--- config.mk ---
export PLATFORM = sky130hd
export DESIGN_NAME = seq_onehot_decoder
export DESIGN_NICKNAME = d
export VERILOG_FILES = /design/src/rtl/seq_decoder_pkg.sv /design/src/rtl/seq_onehot_decoder_dwell_counter.sv /design/src/rtl/seq_onehot_decoder.sv
export SDC_FILE = /design/constraint.sdc
export NUM_CORES = 1
export LEC_CHECK = 0
export ABC_CLOCK_PERIOD_IN_PS = 3200
export BUFFER_PORTS_ARGS = -buffer_cell sky130_fd_sc_hd__buf_2
export CAP_MARGIN = 20
export CORE_ASPECT_RATIO = 1.75
export CORE_UTILIZATION = 44
export CTS_CLUSTER_DIAMETER = 80
export CTS_CLUSTER_SIZE = 25
export DETAILED_ROUTE_END_ITERATION = 10
export GPL_TIMING_DRIVEN = 0
export PLACE_DENSITY = 0.66
export SYNTH_ARGS = -nofsm -noshare
export SYNTH_HDL_FRONTEND = slang
export SYNTH_HIERARCHICAL = 1
export SYNTH_SLANG_ARGS = --single-unit
--- constraint.sdc ---
create_clock -name clk -period 3.2 [get_ports clk]
set_clock_uncertainty 0.15 [all_clocks]
set_input_delay 0.64 -clock clk [delete_from_list [all_inputs] [get_ports clk]]
set_output_delay 0.64 -clock clk [all_outputs]
set_load 0.03 [all_outputs]
--- src/rtl/seq_decoder_pkg.sv ---
// -----------------------------------------------------------------------------
// seq_decoder_pkg
// Shared definitions for seq_onehot_decoder and its dwell_counter helper.
//   - mode encodings (MODE_LEVEL / MODE_PULSE / MODE_SWEEP, 2'b11 aliases LEVEL)
//   - state_t: decoder FSM states
//   - onehot(): selector to one-hot conversion, sized for the widest supported
//     selector; callers cast the result down to their own output width.
// -----------------------------------------------------------------------------
package seq_decoder_pkg;

    // Largest selector width the helper function supports (SEL_W <= MAX_SEL_W).
    localparam int MAX_SEL_W   = 8;
    localparam int MAX_NUM_OUT = 2 ** MAX_SEL_W;

    localparam logic [1:0] MODE_LEVEL = 2'b00;
    localparam logic [1:0] MODE_PULSE = 2'b01;
    localparam logic [1:0] MODE_SWEEP = 2'b10;

    typedef enum logic [1:0] {
        ST_IDLE,
        ST_HOLD,
        ST_STROBE,
        ST_SWEEP
    } state_t;

    function automatic logic [MAX_NUM_OUT-1:0] onehot(input logic [MAX_SEL_W-1:0] sel);
        logic [MAX_NUM_OUT-1:0] v;
        v      = '0;
        v[sel] = 1'b1;
        return v;
    endfunction

endpackage

--- src/rtl/seq_onehot_decoder_dwell_counter.sv ---
// -----------------------------------------------------------------------------
// dwell_counter
// Counts 0..DWELL-1 while tick is high, wrapping to 0 after the terminal count.
// Ports:
//   clk, rst_n  clock and synchronous active-low reset
//   load        clear the count to 0 (takes priority over tick)
//   tick        advance the count by one
//   tc          high while the count equals DWELL-1 (combinational)
// -----------------------------------------------------------------------------
module dwell_counter #(
    parameter int DWELL   = 4,
    parameter int DWELL_W = $clog2(DWELL + 1)
) (
    input  logic clk,
    input  logic rst_n,
    input  logic load,
    input  logic tick,
    output logic tc
);

    logic [DWELL_W-1:0] cnt;

    assign tc = (cnt == DWELL_W'(DWELL - 1));

    // NOTE: sequential state is always assigned with <= so every register
    // samples the pre-edge values, independent of statement order.
    always_ff @(posedge clk) begin
        if (!rst_n) begin
            cnt <= '0;
        end else if (load) begin
            cnt <= '0;
        end else if (tick) begin
            cnt <= tc ? '0 : cnt + DWELL_W'(1);
        end
    end

endmodule

--- src/rtl/seq_onehot_decoder.sv ---
// -----------------------------------------------------------------------------
// seq_onehot_decoder
// Registered SEL_W -> 2**SEL_W one-hot decoder with valid/ready request intake
// and three output modes: LEVEL (hold), PULSE (one-cycle strobe) and SWEEP
// (walk from the selected index up to the top one, DWELL cycles per index).
// Ports:
//   clk, rst_n  clock and synchronous active-low reset
//   enable      global enable; low forces the outputs off and blocks requests
//   mode        00 LEVEL, 01 PULSE, 10 SWEEP, 11 LEVEL
//   selector    index to decode, sampled on accept
//   req_valid   request present
//   req_ready   request can be accepted (enable and not sweeping)
//   dout        registered one-hot output (or all zero)
//   busy        high while a sweep is running
//   sweep_done  one-cycle pulse when a sweep finishes on its own
// Optional (macro SEQ_DECODER_SEL_PARITY_EN):
//   sel_par     even-parity bit over selector
//   par_err     one-cycle pulse when an accepted request fails parity; such a
//               request is consumed but leaves state and dout untouched
// -----------------------------------------------------------------------------
module seq_onehot_decoder
    import seq_decoder_pkg::*;
#(
    parameter int SEL_W = 5,
    parameter int DWELL = 4
) (
    input  logic                 clk,
    input  logic                 rst_n,
    input  logic                 enable,
    input  logic [1:0]           mode,
    input  logic [SEL_W-1:0]     selector,
    input  logic                 req_valid,
    output logic                 req_ready,
    output logic [2**SEL_W-1:0]  dout,
    output logic                 busy,
    output logic                 sweep_done
`ifdef SEQ_DECODER_SEL_PARITY_EN
    ,
    input  logic                 sel_par,
    output logic                 par_err
`endif
);

    localparam int NUM_OUT = 2 ** SEL_W;
    localparam int DWELL_W = $clog2(DWELL + 1);

    state_t           state;
    logic [SEL_W-1:0] idx;      // latched selector; advances during a sweep
    logic             accept;
    logic             act;      // accepted and parity-clean
    logic             par_ok;
    logic             dwell_tc;
    logic             last_idx;

    assign req_ready = enable && (state != ST_SWEEP);
    assign accept    = req_valid && req_ready;
    assign act       = accept && par_ok;
    assign last_idx  = (idx == SEL_W'(NUM_OUT - 1));

`ifdef SEQ_DECODER_SEL_PARITY_EN
    assign par_ok = (sel_par == ^selector);

    always_ff @(posedge clk) begin
        if (!rst_n) par_err <= 1'b0;
        else        par_err <= accept && !par_ok;
    end
`else
    assign par_ok = 1'b1;
`endif

    // Counter restarts on every new request and whenever enable drops, so a
    // sweep always begins with a full dwell on its first index.
    dwell_counter #(
        .DWELL   (DWELL),
        .DWELL_W (DWELL_W)
    ) u_dwell (
        .clk   (clk),
        .rst_n (rst_n),
        .load  (act || !enable),
        .tick  (state == ST_SWEEP),
        .tc    (dwell_tc)
    );

    always_ff @(posedge clk) begin
        if (!rst_n) begin
            state      <= ST_IDLE;
            idx        <= '0;
            dout       <= '0;
            busy       <= 1'b0;
            sweep_done <= 1'b0;
        end else begin
            sweep_done <= 1'b0;
            if (!enable) begin
                state <= ST_IDLE;
                dout  <= '0;
                busy  <= 1'b0;
            end else if (act) begin
                // New request replaces whatever is showing, with no zero gap.
                idx  <= selector;
                dout <= NUM_OUT'(onehot(MAX_SEL_W'(selector)));
                case (mode)
                    MODE_PULSE: begin
                        state <= ST_STROBE;
                        busy  <= 1'b0;
                    end
                    MODE_SWEEP: begin
                        state <= ST_SWEEP;
                        busy  <= 1'b1;
                    end
                    default: begin
                        state <= ST_HOLD;
                        busy  <= 1'b0;
                    end
                endcase
            end else begin
                case (state)
                    ST_STROBE: begin
                        state <= ST_IDLE;
                        dout  <= '0;
                    end
                    ST_SWEEP: begin
                        if (dwell_tc) begin
                            if (last_idx) begin
                                // Sweeps stop at the top index rather than wrap.
                                state      <= ST_IDLE;
                                dout       <= '0;
                                busy       <= 1'b0;
                                sweep_done <= 1'b1;
                            end else begin
                                idx  <= idx + SEL_W'(1);
                                dout <= NUM_OUT'(onehot(MAX_SEL_W'(idx + SEL_W'(1))));
                            end
                        end
                    end
                    default: ;  // IDLE and HOLD keep their output
                endcase
            end
        end
    end

endmodule
==> metrics.txt <==
status finished with violations; failing checks design-rule violations; clock period minus worst slack approximately 3.0 ns; crit-path max cell delay approximately 0.57 ns; ys flop type dfxtp_1; Worst Path Arrival about 3 ns; total CTS buffers 5; gpl congestion approximately 0.91; P&R area growth vs syn 17.3%; worst min-delay path category reg -> reg; TritonRoute pass-1 iters 7; asr flop ratio synth 0%; Crit Path Class reg -> reg; final hold vios 0; Pleak about 1.1 nW; Via density about 6.3; TritonCTS clock tree yes; CTS hold repair buffers 0; Antenna diodes 0; Area contributors post-synth dfxtp_1 37%, a21oi_1 7.2%, a32oi_1 4.5%; clk sinks 44; CTS resizes 0; Setup Fix Bufs, Post-CTS 0; most frequent CP cell ha_1; Placeable Area approximately 5100 sq um; Die Area about 5700 sq um; Post-Syn Area per Cell 8.28 sq um; post-route core utilization 54.6%; Routed WL about 7600 um; share of cells above drive strength 1 20.7%; CP endpoint kind register; PwrDens roughly 430 nW/um^2; GRT Overall Usage ~28%; Max-Cap Viols 0; CP max FO 10; Syn Inst Count about 290; Nets between 300 and 400; sequential share of the synthesized area between 30 and 40%; global-route wire length before repair 12,300 um; Post-Syn Area around 2400 sq um; DRC Markers 2; die width roughly 57 um; Die Ht 98.9 um; gr ovfl total 0; area leader, netlist dfxtp_1; root buffer cell clkbuf_8; IO Count 46; syn nets 301; Synth top cells by count 44 x dfxtp_1, 34 x a21oi_1, 17 x o21ai_0; Seq cells post-synth 44; PortBufs 45; met3 Track Usage GR about 3.5%; CP Launch Type register; routing usage on met1 between 30% and 40%; Core Rows 34; clk buf depth 2; Ys Warns 6; Setup TNS 0 ns; maximum vdd drop approximately 0.00033 V; detailed placement HPWL approximately 5600 um; H-tree depth 2; GR peak layer met2; Max-slew headroom between 40% and 50%; Yosys cell types 50; Initial DRC Count between 100 and 150; Data required, critical path approximately 3.3 ns; DP Worst Slack 0.309 ns; RSZ-0062 raised after global routing no; critical path's slowest cell mux2i_1; vias in the first global route about 2,400; post-route ant nets 0; cell with the most instances after synthesis dfxtp_1; Avg WL per Cell 19.4 um; CTS clk-pin slew, worst paths about 0.1 ns; Cell Chain, Critical Path ha_1 > and3_1 > ha_1 > clkbuf_1 > nand3b_1 > mux2i_1 > nand4_1 > a21oi_1; met2 Use GR between 50% and 60%; Pwr Total approximately 1.2 mW; DR vias 2,469; Slew Limit Fails 0; worst-margin pin slew slightly below 0.9 ns; Initial Util between 40% and 50%; antenna violations before repair 0; clk_lat worst skew roughly 0.3 ns; share of the synthesized area in the top cell type 37.3%; EDFF count, synth 0; top achievable clock speed between 300 and 400 MHz; final worst-path setup slack roughly 0.22 ns; final cycle utilization of the critical path 93.2%; final setup fails 0; largest net degree at the start of global routing 16
==> final timing paths <==
check	end	slack (ns)	depth (start not counted)	from
max reg2reg	dout[20]	0.22	8	idx[0]
min	u_dwell/cnt[2]	0.29	2	u_dwell/cnt[2]
min reg2reg	u_dwell/cnt[2]	0.29	2	u_dwell/cnt[2]
max	dout[20]	0.22	8	idx[0]
==> cell usage in the layout (no fill, tap or decap), types with 3 or more instances in the layout <==
master,instances
buf_2,52
dfxtp_1,44
a21oi_1,34
o21ai_0,17
nand2_1,15
nor2_1,13
a32oi_1,12
nand3_1,12
nor2b_1,11
clkbuf_1,9
nand2b_1,8
a31oi_1,8
a22oi_1,8
inv_1,6
nor3_1,6
or3_1,6
and3_1,5
mux2i_1,5
nand4_1,5
o22ai_1,5
ha_1,5
clkbuf_8,5
nand3b_1,4
and2_1,3
a211oi_1,3
==> cell families (layout without fill, tap and decap cells) <==
logic type / Yosys count / after routing / synth area share [%]
AOI/OAI and AO/OA: 98 / 98 / 26.3
xor gates and xnor gates: 2 / 2 / 0.743
adders and majority gates: 5 / 5 / 2.65
buffers and inverters: 27 / 80 / 5.36
DFF: 44 / 44 / 37.3
muxes: 6 / 6 / 2.71
and+or+nand+nor: 103 / 103 / 24.9
==> registers in the layout, indices dropped and copies added (netlist names) <==
name         cells
u_dwell/cnt      3
dout            32
busy             1
sweep_done       1
state            2
idx              5
==> critical path, delay by kind of cell, from the launching register on <==
kind,cells,cell delay (ns)
mux,1,0.57
compound gates,1,0.21
flops,1,0.38
buf+inv,1,0.36
fa+ha+maj,2,0.60
simple gates,3,0.65
==> power breakdown <==
group          switching (mW)  internal [mW]  leakage [nW]
clock                   0.216          0.236        0.0548
combinational           0.114         0.0466         0.664
sequential            0.00836          0.558         0.356
total                   0.338          0.840          1.07
==> through the flow <==
stage | instance area, sq um | hold slack [ns] | instances
after floorplan | 2360 | 0.260 | 285
after global placement | 2650 | 0.266 | 384
after detailed placement | 2650 | 0.274 | 384
after CTS | 2770 | 0.287 | 392
after global routing | 2770 | 0.315 | 392
final | 2770 | 0.287 | 392
==> final cells by class <==
type | instances | area (sq um)
Fill cell | 529 | 2300
Multi-Input combinational cell | 214 | 1350
Sequential cell | 44 | 881
Timing Repair Buffer | 45 | 225
Buffer | 20 | 100
Clock buffer | 5 | 68.8
Tap cell | 54 | 67.6
Clock inverter | 3 | 46.3
Inverter | 7 | 26.3
==> routing by layer <==
metal  part of all wire (%)  vias up
met4                    4.9        0
met1                     39     1170
li1                       -     1175
met3                    4.6       28
met5                      0        -
met2                     51       96
(Power assumes the default switching activity.)
